**src/rtl/gray_pkg.sv**
```systemverilog
// ---------------------------------------------------------------------------
// gray_pkg
// Shared definitions for the Gray code counter slice.
//   DEFAULT_WIDTH : default counter / Gray output width in bits
//   stateT        : counter state machine encoding {IDLE, RUN, STOP}
//   UP / DOWN     : values of the 'up' direction input
// ---------------------------------------------------------------------------
package gray_pkg;

  localparam int DEFAULT_WIDTH = 4;

  localparam logic UP   = 1'b1;
  localparam logic DOWN = 1'b0;

  typedef enum logic [1:0] {
    IDLE = 2'd0,
    RUN  = 2'd1,
    STOP = 2'd2
  } stateT;

endpackage

```
**src/rtl/bin_to_gray.sv**
```systemverilog
// ---------------------------------------------------------------------------
// bin_to_gray
// Purely combinational binary-to-Gray encoder.
// Ports:
//   i_bin  : WIDTH-bit binary input
//   o_gray : WIDTH-bit Gray code, o_gray = i_bin ^ (i_bin >> 1)
// ---------------------------------------------------------------------------
module bin_to_gray
  import gray_pkg::*;
#(
  parameter int WIDTH = DEFAULT_WIDTH
) (
  input  logic [WIDTH-1:0] i_bin,
  output logic [WIDTH-1:0] o_gray
);

  // Each Gray bit is the XOR of a binary bit with its next-higher neighbour;
  // the MSB passes straight through because a zero is shifted in above it.
  assign o_gray = i_bin ^ (i_bin >> 1);

endmodule

```
**src/rtl/gray_code_counter.sv**
```systemverilog
// ---------------------------------------------------------------------------
// gray_code_counter
// Up/down binary counter with a registered Gray code output, a small
// IDLE/RUN/STOP run-control state machine, wrap or one-shot terminal
// behaviour, and synchronous load.
//
// Optional feature macro: GRAY_CNT_ERRCHK_EN
//   defined   : a checker flags (sticky until rst) any counting step whose
//               G update does not change exactly one bit
//   undefined : err is tied low and no checker logic exists
//
// Ports:
//   clk      : clock, all state changes on the rising edge
//   rst      : synchronous active-high reset
//   start    : IDLE/STOP -> RUN
//   halt     : RUN/STOP -> IDLE
//   en       : step qualifier, honoured only in RUN
//   up       : step direction (1 = increment, 0 = decrement)
//   oneshot  : stop at the terminal value instead of wrapping
//   load     : synchronous load of load_val into the binary count
//   load_val : WIDTH-bit binary load value
//   G        : registered Gray code of the binary count (one cycle behind it)
//   busy     : high while in RUN
//   tc       : one-cycle pulse aligned with the G update of a terminal step
//   err      : sticky Gray adjacency error (see macro above)
// ---------------------------------------------------------------------------
module gray_code_counter
  import gray_pkg::*;
#(
  parameter int WIDTH = DEFAULT_WIDTH
) (
  input  logic             clk,
  input  logic             rst,
  input  logic             start,
  input  logic             halt,
  input  logic             en,
  input  logic             up,
  input  logic             oneshot,
  input  logic             load,
  input  logic [WIDTH-1:0] load_val,
  output logic [WIDTH-1:0] G,
  output logic             busy,
  output logic             tc,
  output logic             err
);

  localparam logic [WIDTH-1:0] BIN_ONE  = {{(WIDTH-1){1'b0}}, 1'b1};
  localparam logic [WIDTH-1:0] ALL_ONES = {WIDTH{1'b1}};

  stateT            r_state;
  stateT            w_stateNext;
  logic [WIDTH-1:0] r_bin;
  logic [WIDTH-1:0] w_binNext;
  logic [WIDTH-1:0] w_gray;
  logic [WIDTH-1:0] r_G;
  logic             r_tcPend;
  logic             r_tc;
  logic             w_step;
  logic             w_terminal;
  logic             w_termStep;
  logic             w_holdStep;

  // Single encoder on the binary register; G is this value registered, so
  // G always trails the binary count by exactly one clock.
  bin_to_gray #(
    .WIDTH(WIDTH)
  ) u_binToGray (
    .i_bin (r_bin),
    .o_gray(w_gray)
  );

  // Step qualification and terminal detection. A step only happens in RUN
  // with en set and none of load/halt/start active, since all three outrank
  // stepping. A terminal step under oneshot leaves the count where it is.
  always_comb begin
    w_step     = (r_state == RUN) && en && !load && !halt && !start;
    w_terminal = (up == UP) ? (r_bin == ALL_ONES) : (r_bin == '0);
    w_termStep = w_step && w_terminal;
    w_holdStep = w_termStep && oneshot;
  end

  // Next-state logic. halt beats start; load never blocks a state change on
  // its own, it only claims the binary count and suppresses the step.
  always_comb begin
    w_stateNext = r_state;
    unique case (r_state)
      IDLE: begin
        if (start) w_stateNext = RUN;
      end
      RUN: begin
        if (halt)            w_stateNext = IDLE;
        else if (w_holdStep) w_stateNext = STOP;
      end
      STOP: begin
        if (halt)       w_stateNext = IDLE;
        else if (start) w_stateNext = RUN;
      end
      default: w_stateNext = IDLE;
    endcase
  end

  // Next binary count: load wins in any state, otherwise a qualified step
  // moves by one with natural modulo-2^WIDTH wrap.
  always_comb begin
    w_binNext = r_bin;
    if (load) begin
      w_binNext = load_val;
    end else if (w_step && !w_holdStep) begin
      w_binNext = (up == UP) ? (r_bin + BIN_ONE) : (r_bin - BIN_ONE);
    end
  end

  // State, count and output registers. The terminal flag goes through one
  // extra stage so the tc pulse lines up with the G update of that step.
  always_ff @(posedge clk) begin
    if (rst) begin
      r_state  <= IDLE;
      r_bin    <= '0;
      r_G      <= '0;
      r_tcPend <= 1'b0;
      r_tc     <= 1'b0;
    end else begin
      r_state  <= w_stateNext;
      r_bin    <= w_binNext;
      r_G      <= w_gray;
      r_tcPend <= w_termStep;
      r_tc     <= r_tcPend;
    end
  end

  assign G    = r_G;
  assign busy = (r_state == RUN);
  assign tc   = r_tc;

`ifdef GRAY_CNT_ERRCHK_EN
  logic             r_stepPend;
  logic             r_err;
  logic [WIDTH-1:0] w_diff;
  logic             w_notAdjacent;

  // The G update for a step arrives one clock after the step, so the new G
  // (w_gray) is compared with the current G (r_G) while r_stepPend is set.
  // Loads and held oneshot steps never set r_stepPend, so their G jumps or
  // non-changes are not judged. Exactly one differing bit means the diff is
  // a nonzero power of two.
  always_comb begin
    w_diff        = w_gray ^ r_G;
    w_notAdjacent = (w_diff == '0) || ((w_diff & (w_diff - BIN_ONE)) != '0);
  end

  // Sticky error register, cleared only by reset.
  always_ff @(posedge clk) begin
    if (rst) begin
      r_stepPend <= 1'b0;
      r_err      <= 1'b0;
    end else begin
      r_stepPend <= w_step && !w_holdStep;
      if (r_stepPend && w_notAdjacent) r_err <= 1'b1;
    end
  end

  assign err = r_err;
`else
  assign err = 1'b0;
`endif

endmodule

```
**config.mk**
```make
export PLATFORM = sky130hd
export DESIGN_NAME = gray_code_counter
export DESIGN_NICKNAME = d
export VERILOG_FILES = /design/src/rtl/gray_pkg.sv /design/src/rtl/bin_to_gray.sv /design/src/rtl/gray_code_counter.sv
export SDC_FILE = /design/constraint.sdc
export NUM_CORES = 1
export LEC_CHECK = 0
export ABC_AREA = 1
export CAP_MARGIN = 20
export CORE_UTILIZATION = 35
export CTS_CLUSTER_SIZE = 24
export DETAILED_ROUTE_END_ITERATION = 12
export PLACE_DENSITY = 0.6
export SLEW_MARGIN = 0
export SYNTH_ARGS = -nofsm -noshare
export SYNTH_HDL_FRONTEND = slang
export SYNTH_HIERARCHICAL = 1
export SYNTH_SLANG_ARGS = --single-unit
```
**constraint.sdc**
```tcl
create_clock -name clk -period 1.4 [get_ports clk]
set_input_delay 0.21 -clock clk [delete_from_list [all_inputs] [get_ports clk]]
set_output_delay 0.21 -clock clk [all_outputs]
set_load 0.01 [all_outputs]
```
# Word-level counts from Yosys, hierarchy flattened
# Cells that the tools add are included.
# word_totals
word_cells	35
register_bits	12
input_bits	12
# op_classes
eq_ne	4
reduce_logical	14
muxes	9
addsub	2
n_bitwise	1
# op_table
operator	n
$mux 4	3
$mux 2	4
$logic_and 1x1->1	7
$pmux 2 s3	1
$add 4x1->4 const B	1
$eq 4x4->1 const B	1
$logic_not 1->1	4
$logic_not 4->1	1
$sub 4x1->4 const B	1
$xor 4x3->4	1
$ne 3x2->1 const B	1
$eq 2x1->1 const B	1
$eq 2x2->1 const B	1
$logic_not 2->1	1
$reduce_bool 2->1	1
$mux 1	1

# Depth between registers and ports, before layout
# Gate-level depths: netlist of run 1.
# depth
depth_word	11
ltp_mapped	9

# Cells and area by module
# Netlist of run 1, hierarchy kept.
# by_module_without_submodules
mod	area_per_inst_um2	instances	cells_per_inst
gray_code_counter	655.6	1	89
bin_to_gray	56.3	1	14

# Worst setup path before layout of run 1
# No wires, ideal clock.
# synth_timing
path_type	reg-to-reg
startpoint	reg r_bin[2]
endpoint	reg r_bin[3]
setup_time_ns	0.116
arrival_time_ns	1.229
slack_ns	0.055
period_less_slack_ns	1.345
required_ns	1.284
path_stages_with_launch	8
cell_sequence	dfxtp_1 > ha_1 > a21oi_1 > nand2_1 > a21oi_1 > o21ai_0 > o21ai_0 > nor2_1
# synth_via
elab_chain_len	7
elab_cells_between_ends	13
# synth_lines
item	line_no	source
start, declared	gray_code_counter.sv:52	logic [WIDTH-1:0] r_bin;
start signal, assigned	gray_code_counter.sv:124	r_bin <= w_binNext;
parallel branches: the longest is 7 deep, another holds $sub 4x1->4	-	
# Parallel ways; which one is timed is not known. The select of a mux whose other input is x is not followed.
# A chain may end at the register's enable or synchronous reset.

# Worst setup path after layout of run 1
# Same ends and word-level chain as after synthesis.

==> run summary, run 1 <==
DP Wirelength - 1070 um
Seq/Total Area, Yosys - 33.7%
Remaining DRCs - 0
largest family of logic cells by synthesized area - simple AND/OR/NAND/NOR gates
CP Cell Sequence - buf_6, nand2_1, o21ai_2, nand2_2, o21bai_4, nand2_4, nor2_2, nor2_1
CTS tree - yes
Yosys reg bits - 12
Ys Warns - 6
Worst Hold Class - reg2reg
worst-path fanout max - 5
leakage - 0.471 nW
Synth cell types - 23
setup slack after layout - 0.0785 ns
CP endpoint kind - register
Post-Place Cells - 153
Clock Latency Late Sink - 0.27 ns
CTS Buf Count - 3
Slowest-stage cell, CP - dfxtp_4
Cell Pwr Density - 799 mW/mm^2
CTS Hold Bufs - 0
delay-heaviest family, CP - simple AND/OR/NAND/NOR gates
largest net degree at the start of global routing - 9
worst reg2reg path depth - 8
xor and xnor area share after synthesis - 2.46%
antenna cells - 0
average size of a mapped cell - 6.91 sq um
Final GP Congestion - 0.765
outcome - complete, no violations
CTS root buf - clkbuf_4
post-synthesis mux area share - 1.41%
vias in the first global route - 601
final cell count without fillers - 157
Ports - 19
Avg WL per Cell - 9.03 um
startpoint types - register
area grow syn2layout - 45.5%
critical path arrival - 1.49 ns
via/cell ratio - 4.40
pre-CTS setup slack - -0.443 ns
Synth Area in Adders - 6.33%
RSZ-0062 raised after global routing - yes
Max Slew Vio Count - 0
kind of critical path - reg2reg
setup violators final - 0
chip height - 47.1 um
crit path buf inv count - 1
crit path time final - 1.32 ns
Clock Skew - 0.00251 ns
fin crit share - 94.4%
initial DRC count - 3
via count - 691
# rows - 15
layout cells sized above 1 - 25.0%
Clock Sinks - 12
Tot GR Track Use - 15.3%
first-pass GRT wire length - 2320 um
simple-gate share of the synthesized area - 32.2%
Fill cells - 178
Die Footprint - 0.00222 sq mm
CTS H-tree lvls - 1
grt total ovfl - 0
Crit path depth - 8
Synth Net Count - 118
PnR Total Power - 0.828 mW
Max Cap Viol - 0
core area - 0.00182 sq mm
antenna violations before repair - 0
Die X - 47.1 um
Final ANT Viol Nets - 0
Synth Area in Compound Gates - 11.2%
Post-Route WL - 1420 um
input/output buffers - 17
drt pass-1 iters - 4
clock transition at the registers of the reported paths - 0.07 ns
CP max stage delay - 0.37 ns
Longest Clk Path Bufs - 2
Worst IR Drop VDD - 0.390 mV
utilization after layout - 56.9%
Syn Inst Count - 103
Fmax - 757 MHz
Hold Vio Cnt, Final - 0
worst hold path cell count - 2
required time of the critical path - 1.57 ns
nets@finish - 149
setup TNS - 0 ns
Mapped Area - 712 sq um
Starting Density - 39.1%
cells by family (layout without fill, tap and decap cells):
group | count (synthesis) | count (layout)
other | 1 | 1
xor gates and xnor gates | 2 | 2
adders and majority gates | 3 | 3
muxes | 1 | 1
AOI/OAI and AO/OA | 12 | 12
buffers and inverters | 19 | 48
DFF | 12 | 12
and+or+nand+nor | 53 | 53
report_power, final:
part / leakage, nW / switching, mW / total, mW / internal (mW)
registers: 0.0999 / 0.0173 / 0.380 / 0.363
clock network: 0.0138 / 0.111 / 0.210 / 0.0995
logic: 0.357 / 0.111 / 0.238 / 0.127
total: 0.471 / 0.239 / 0.828 / 0.589
sequential cells by signal (all words and copies together), names as in the netlist:
register and flops:
r_bin 4, r_state 2, G 4, tc 1, r_tcPend 1
cells in the mapped netlist:
cell type	instances	area share, %
o21a_1	1	1.1
buf_6	1	1.6
buf_4	2	2.1
xor2_1	1	1.2
nor2_1	21	11
nand3_1	5	3.5
conb_1	1	0.53
mux2i_1	1	1.4
nand4_1	1	0.88
fa_1	1	2.8
o21bai_4	1	2.6
nand2_2	3	2.6
dfxtp_1	12	34
nand2_1	21	11
a21oi_1	5	3.5
ha_1	2	3.5
inv_1	15	7.9
nand2_4	1	1.6
o21ai_2	1	1.2
xnor2_1	1	1.2
o21ai_0	4	2.8
nor3_2	1	1.4
clkbuf_1	1	0.53
what timing repair did:
| item | 4_1_cts | 5_1_grt |
|---|---|---|
| gates resized for setup | 5 | 10 |
| cloned | 0 | 0 |
| endpoints found under the setup margin | 4 | 5 |
| setup buffers | 0 | 1 |
| pin swaps | 0 | 2 |
path summary, 6_finish.rpt:
check,startpoint,end,slack [ns]
setup reg to reg,r_bin[2]$_SDFFE_PP0P_,r_bin[3]$_SDFFE_PP0P_,0.08
hold reg to reg,r_tcPend$_SDFF_PP0_,tc$_SDFF_PP0_,0.41
hold / removal,r_tcPend$_SDFF_PP0_,tc$_SDFF_PP0_,0.41
setup / recovery,r_bin[2]$_SDFFE_PP0P_,r_bin[3]$_SDFFE_PP0P_,0.08
through the flow:
stage / hold WS, ns / instance area [sq um]
finish: 0.411 / 1040
global route: 0.450 / 1040
CTS: 0.415 / 1010
detailed placement: 0.403 / 973
global placement: 0.400 / 973
floorplan: 0.353 / 712
cell type report:
cell class | instances | area (sq um) | share of cell area, %
clock buffers | 3 | 22.5 | 2.17
multi-input cells | 72 | 410 | 39.6
repair buffers | 30 | 269 | 26.0
flip-flops and latches | 12 | 246 | 23.8
inverters | 15 | 56.3 | 5.43
well taps | 25 | 31.3 | 3.02
cells in the final DEF (no fill, tap or decap), drive strengths merged:
cell type	count
a21oi	5
buf	13
clkbuf	3
clkdlybuf4s50	15
conb	1
dfxtp	12
dlygate4sd2	2
fa	1
ha	2
inv	15
mux2i	1
nand2	25
nand3	5
nand4	1
nor2	21
nor3	1
o21a	1
o21ai	5
o21bai	1
xnor2	1
xor2	1
routing by layer:
metal | global-route usage (%) | up-vias | part of all wire (%)
met2 | 25.0 | 15 | 49
met4 | 8.57 | 0 | 2.1
met5 | 0 | - | 0
li1 | - | 374 | -
met1 | 18.5 | 297 | 45
met3 | 3.46 | 5 | 3.5
tightest hold or removal path, delay by kind of cell, from the launching register on:
family | cells | cell delay [ns]
flip-flops | 1 | 0.30
AND/OR/NAND/NOR | 1 | 0.03
buffers and inverters | 1 | 0.04
No activity file was read; power rests on OpenSTA's default activity.
==> inputs of run 2 (changes only) <==
--- a/config.mk
+++ b/config.mk
@@ -7,10 +7,11 @@
 export LEC_CHECK = 0
 export ABC_AREA = 1
 export CAP_MARGIN = 20
+export CORE_MARGIN = 3
 export CORE_UTILIZATION = 35
 export CTS_CLUSTER_SIZE = 24
 export DETAILED_ROUTE_END_ITERATION = 12
-export PLACE_DENSITY = 0.6
+export PLACE_DENSITY = 0.58
 export SLEW_MARGIN = 0
 export SYNTH_ARGS = -nofsm -noshare
 export SYNTH_HDL_FRONTEND = slang
==> constraint.sdc (replaced) <==
create_clock -name clk -period 1.6 [get_ports clk]
set_input_delay 0.24 -clock clk [delete_from_list [all_inputs] [get_ports clk]]
set_output_delay 0.24 -clock clk [all_outputs]
set_load 0.01 [all_outputs]
==> run 2 against run 1 <==
Wire length decreased by 1.8%. Non-clock buffer count decreased by 9. Largest cell class unchanged. Clock power increased by 14%. Critical endpoint unchanged. Critical path depth increased by 1. Sequential power decreased by 12%.
==> run summary, run 2 (same netlist as run 1, synthesis figures left out) <==
antenna violations before repair - 0 (unchanged)
first-pass GRT wire length - 2220 um (-4.2%)
CTS H-tree lvls - 1 (unchanged)
fin crit share - 91.5%
Worst IR Drop VDD - 0.566 mV (+45%)
via count - 673 (-2.6%)
nets@finish - 140 (-6.0%)
vias in the first global route - 525 (-13%)
antenna cells - 0 (unchanged)
crit path time final - 1.46 ns
setup slack after layout - 0.135 ns (+0.0569 ns)
Worst Hold Class - reg2reg
Hold Vio Cnt, Final - 0 (unchanged)
Clock Sinks - 12 (unchanged)
Tot GR Track Use - 11.6% (-3.7 points)
area grow syn2layout - 33.0%
Fmax - 683 MHz
CTS Buf Count - 3 (unchanged)
clock transition at the registers of the reported paths - 0.07 ns (about the same)
Final GP Congestion - 0.837 (+9.4%)
placed inst area - 913 sq um (-6.2%)
Clock Skew - 0.00322 ns (+0.000708 ns)
Post-CTS Setup Bufs - 0 (unchanged)
reg2reg start - r_bin[1]$_SDFFE_PP0P_
Ports - 19 (unchanged)
# rows - 15 (unchanged)
startpoint types - input pin
DP Wirelength - 1080 um (+0.25%)
core area - 0.00182 sq mm (unchanged)
Max Slew Vio Count - 0 (unchanged)
Clock Latency Late Sink - 0.27 ns (about the same)
drt pass-1 iters - 4 (unchanged)
CTS tree - yes
Final ANT Viol Nets - 0 (unchanged)
via/cell ratio - 4.52 (+2.6%)
worst flop-to-flop path endpoint - r_bin[3]$_SDFFE_PP0P_
input/output buffers - 17 (unchanged)
Hold Path Sink - tc$_SDFF_PP0_
grt total ovfl - 0 (unchanged)
pre-CTS setup slack - -0.384 ns (+0.0597 ns)
Fill cells - 193 (+8.4%)
layout cells sized above 1 - 12.1% (-13 points)
initial DRC count - 12 (+9)
largest net degree at the start of global routing - 9 (unchanged)
worst hold path cell count - 2 (unchanged)
chip height - 51.1 um (+8.5%)
leakage - 0.434 nW (-7.8%)
WHS - 0.416 ns (+0.00545 ns)
Remaining DRCs - 0 (unchanged)
Max Cap Viol - 0 (unchanged)
register area - 240 sq um (-2.5%)
kind of critical path - in2reg
CTS Hold Bufs - 0 (unchanged)
Cell Pwr Density - 792 mW/mm^2 (-0.92%)
min-delay src - r_tcPend$_SDFF_PP0_
Longest Clk Path Bufs - 2 (unchanged)
Post-Route WL - 1390 um (-1.8%)
commonest cells after routing, fill and taps aside - 21 x nor2_1, 21 x nand2_1, 15 x inv_1, 15 x clkdlybuf4s50_1, 12 x dfxtp_1
Multi-input gate area - 385 sq um (-6.1%)
required time of the critical path - 1.77 ns (+0.20 ns)
worst-path fanout max - 4 (-1)
Starting Density - 39.1% (unchanged)
r2r setup slk - 0.14 ns (+0.06 ns)
outcome - complete, no violations
CTS root buf - clkbuf_4
Die X - 51.1 um (+8.5%)
Avg WL per Cell - 9.35 um (+3.5%)
critical path arrival - 1.63 ns (+0.14 ns)
CP endpoint kind - register
worst reg2reg path depth - 7 (-1)
setup violators final - 0 (unchanged)
RSZ-0062 raised after global routing - no
Die Footprint - 0.00261 sq mm (+18%)
PnR Total Power - 0.750 mW (-9.4%)
Final Cell Area - 947 sq um (-8.6%)
-- run 2: report_power, final --
group          internal (mW)  leakage [nW]  total [mW]  switching [mW]
Sequential             0.317        0.0986       0.334          0.0171
Combinational         0.0903         0.315       0.177          0.0868
Clock                  0.138        0.0210       0.239           0.101
Total                  0.545         0.434       0.750           0.205
-- run 2: routing by layer --
metal	vias to the layer above	GRT usage (%)	wire [um]
met5	-	0	0
met4	0	4.04	0
met3	0	4.37	86
met2	18	19.3	657
met1	300	13.4	649
li1	355	-	-
-- run 2: worst max path at each step --
stage                                from                    end  slack (ns)  cells after the start
floorplan           r_bin[2]$_SDFFE_PP0P_  r_bin[3]$_SDFFE_PP0P_        0.26                      7
global placement                       up  r_bin[3]$_SDFFE_PP0P_       -0.33                      9
detailed placement                     up  r_bin[3]$_SDFFE_PP0P_       -0.38                      9
CTS                 r_bin[0]$_SDFFE_PP0P_  r_bin[1]$_SDFFE_PP0P_        0.16                      5
global route        r_bin[1]$_SDFFE_PP0P_  r_bin[3]$_SDFFE_PP0P_        0.04                      7
finish                                 up  r_bin[3]$_SDFFE_PP0P_        0.14                      9
-- run 2: final cells by class --
class                   instances  share of cell area (%)
repair buffers                 21                    20.9
well taps                      25                    3.30
flip-flops and latches         12                    25.4
inverters                      15                    5.94
multi-input cells              72                    40.7
clock buffers                   4                    3.83
-- run 2: what timing repair did --
item,in CTS,in global routing
endpoints found under the hold margin,0,0
endpoints found under the setup margin,3,0
gates resized for setup,2,0
-- run 2: critical path, stage by stage --
cell and delay [ns]:
dlygate4sd2_1 0.28, inv_1 0.12, ha_1 0.34, a21oi_1 0.15, nand2_1 0.07, a21oi_1 0.12
o21ai_0 0.09, o21ai_0 0.16, nor2_1 0.05
-- run 2: through the flow --
step	setup TNS [ns]	std cells	util, %
floorplan	0	103	-
global placement	-0.805	145	50.2
detailed placement	-0.941	145	50.2
CTS	0	149	52.0
global route	0	149	52.0
finish	0	149	52.0
==> inputs of run 3 (changes only) <==
--- a/config.mk
+++ b/config.mk
@@ -9,11 +9,9 @@
 export CAP_MARGIN = 20
 export CORE_MARGIN = 3
 export CORE_UTILIZATION = 35
-export CTS_CLUSTER_SIZE = 24
 export DETAILED_ROUTE_END_ITERATION = 12
 export PLACE_DENSITY = 0.58
 export SLEW_MARGIN = 0
 export SYNTH_ARGS = -nofsm -noshare
 export SYNTH_HDL_FRONTEND = slang
-export SYNTH_HIERARCHICAL = 1
 export SYNTH_SLANG_ARGS = --single-unit
==> constraint.sdc (replaced) <==
create_clock -name clk -period 1.8 [get_ports clk]
set_input_delay 0.27 -clock clk [delete_from_list [all_inputs] [get_ports clk]]
set_output_delay 0.27 -clock clk [all_outputs]
set_load 0.01 [all_outputs]
==> run 3 against run 2 <==
Clock skew down 0.0011 ns. Hold slack better by 0.0049 ns. Via count up 0.89%. Clock power down 35%. Worst setup slack better by 0.074 ns. Combinational power down 13%. Cell area up 2.5%. Die area up 2.0%. Global-route usage up 1.4 points. Wire length up 9.4%. Non-clock buffer count unchanged. Sequential power down 12%. Largest cell class unchanged. Largest power group unchanged.
==> run summary, run 3 <==
outcome - complete, no violations
Hold Vio Cnt, Final - 0 (unchanged)
nets@finish - 147 (+5.0%)
placed inst area - 948 sq um (+3.8%)
kind of critical path - reg2out
Post-CTS Setup Bufs - 0 (unchanged)
leading area contributor after synthesis - dfxtp_1
RSZ-0062 raised after global routing - no
pre-CTS setup slack - -0.0467 ns (+0.337 ns)
area grow syn2layout - 33.3%
worst reg2reg path depth - 7 (unchanged)
Ys Warns - 0 (-6)
Synth Net Count - 123 (+4.2%)
leakage - 0.454 nW (+4.5%)
count leader, synth - nand2_1
Cell Pwr Density - 620 mW/mm^2 (-22%)
Mapped Area - 728 sq um (+2.3%)
startpoint types - register
Starting Density - 39.6% (+0.49 points)
worst flop-to-flop path endpoint - r_bin[0]$_SDFFE_PP0P_
Synth cell types - 20 (-13%)
Die Footprint - 0.00266 sq mm (+2.0%)
antenna violations before repair - 0 (unchanged)
delay-heaviest family, CP - buffers and inverters
Avg WL per Cell - 10.1 um (+8.0%)
largest net degree at the start of global routing - 8 (-1)
Clock Sinks - 12 (unchanged)
drt pass-1 iters - 4 (unchanged)
critical path arrival - 1.32 ns (-0.31 ns)
Final ANT Viol Nets - 0 (unchanged)
chip height - 51.6 um (+1.0%)
Final Cell Area - 971 sq um (+2.5%)
required time of the critical path - 1.53 ns (-0.24 ns)
Syn Inst Count - 104 (+0.97%)
crit path buf inv count - 3 (+1)
commonest cells after routing, fill and taps aside - 24 x nand2_1, 17 x clkdlybuf4s50_1, 14 x inv_1, 13 x nor2_1, 12 x dfxtp_1
average size of a mapped cell - 7.00 sq um (+1.3%)
Worst Hold Class - reg2reg
setup TNS - 0 ns (unchanged)
Clock Latency Late Sink - 0.26 ns (about the same)
Seq/Total Area, Yosys - 33.0% (-0.75 points)
CP Cell Sequence - inv_1, nand2_1, inv_1, clkdlybuf4s50_1
Max Slew Vio Count - 0 (unchanged)
Synth area leaders - dfxtp_1 33%, nand2_1 12%, ha_1 10%
DP Wirelength - 1290 um (+20%)
via count - 679 (+0.89%)
Die X - 51.6 um (+1.0%)
CP most frequent cell - inv_1
CTS Buf Count - 3 (unchanged)
core area - 0.00184 sq mm (+1.0%)
Yosys reg bits - 12 (unchanged)
initial DRC count - 5 (-7)
Worst IR Drop VDD - 0.572 mV (+1.1%)
CTS root buf - clkbuf_4
Remaining DRCs - 0 (unchanged)
layout cells sized above 1 - 14.3% (+2.2 points)
EDFF count, synth - 0 (unchanged)
Hold Path Sink - tc$_SDFF_PP0_
most common cell after layout, fill and taps aside - nand2_1
Max Cap Viol - 0 (unchanged)
worst hold path cell count - 2 (unchanged)
clock transition at the registers of the reported paths - 0.06 ns (about the same)
commonest register cell after synthesis - dfxtp_1
first-pass GRT wire length - 2600 um (+17%)
worst-path fanout max - 4 (unchanged)
CP max stage delay - 0.53 ns (+0.19 ns)
CTS Hold Bufs - 0 (unchanged)
Ports - 19 (unchanged)
Longest Clk Path Bufs - 2 (unchanged)
Slowest-stage cell, CP - clkdlybuf4s50_1
Final GP Congestion - 0.725 (-13%)
fraction of registers with async set/reset - 0% (unchanged)
area fraction of the dominant cell type after synthesis - 33.0% (-0.75 points)
CTS tree - yes
# rows - 15 (unchanged)
PostCTS Resize Cnt - 0 (-2)
setup violators final - 0 (unchanged)
setup slack after layout - 0.209 ns (+0.0739 ns)
CP endpoint kind - output pin
antenna cells - 0 (unchanged)
reg2reg start - r_bin[0]$_SDFFE_PP0P_
via/cell ratio - 4.50 (-0.44%)
fin crit share - 88.4%
r2r setup slk - 0.38 ns (+0.24 ns)
input/output buffers - 17 (unchanged)
crit path time final - 1.59 ns
synth cell count leaders - 24 x nand2_1, 14 x inv_1, 13 x nor2_1
CTS H-tree lvls - 1 (unchanged)
Fmax - 629 MHz
Tot GR Track Use - 13.0% (+1.4 points)
vias in the first global route - 627 (+19%)
min-delay src - r_tcPend$_SDFF_PP0_
Post-Route WL - 1520 um (+9.4%)
Clock Skew - 0.00212 ns (-0.00110 ns)
grt total ovfl - 0 (unchanged)
## run 3: cell count changes after synthesis, sizes merged, moves of 2 or more
cell and change:
nor2 -7, nand2 +2, buf -2, ha +4, o21ai +3, nand3 +4
## run 3: worst reg2reg max path: stages, from the launching register on
cell	delay [ns]
dfxtp_1	0.46
ha_1	0.22
nand2_1	0.05
nand2_1	0.06
nand2_1	0.06
o21ai_2	0.23
nand3_1	0.14
a21oi_2	0.14
## run 3: worst max-delay path by stage
stage	startpoint	to	depth (start not counted)	slack (ns)
2_1_floorplan	up	r_bin[3]$_SDFFE_PP0P_	10	0.56
3_3_place_gp	up	r_bin[3]$_SDFFE_PP0P_	11	-0.02
3_5_place_dp	up	r_bin[3]$_SDFFE_PP0P_	11	-0.05
4_1_cts	r_state[1]$_SDFFE_PP0P_	busy	4	0.20
5_1_grt	r_state[1]$_SDFFE_PP0P_	busy	4	0.12
6_report	r_state[1]$_SDFFE_PP0P_	busy	4	0.21
## run 3: area by class of cell
type,instances,area (sq um)
multi-input combinational,74,417
fill,208,868
inverter,16,60.1
clock buffer,3,22.5
tap,25,31.3
sequential,12,240
timing repair buffer,21,200
## run 3: cell families (layout without fill, tap and decap cells)
family	count (synthesis)	count (layout)	share of synthesized area, %
xor gates and xnor gates	1	1	1.20
buffers and inverters	18	40	9.79
DFF	12	12	33.0
AOI/OAI and AO/OA	14	14	11.7
adders and majority gates	7	7	13.1
and+or+nand+nor	51	51	30.8
other	1	1	0.515
## run 3: power by group
part | switching (mW) | internal [mW]
Combinational | 0.0764 | 0.0776
Clock | 0.0777 | 0.0772
Sequential | 0.0120 | 0.281
## run 3: per-layer routing
layer,global-route usage (%),vias up,wire length [um]
li1,-,367,-
met1,14.2,292,634
met2,23.7,20,770
met3,6.59,0,120
met4,0,0,0
met5,0,-,0
## run 3: through the flow
stage	utilization, %	std cells	hold slack, ns	total power [mW]
floorplan	-	104	0.388	0.385
global placement	51.6	148	0.393	0.452
detailed placement	51.6	148	0.414	0.453
CTS	52.8	151	0.423	0.610
global route	52.8	151	0.449	0.642
finish	52.8	151	0.421	0.602
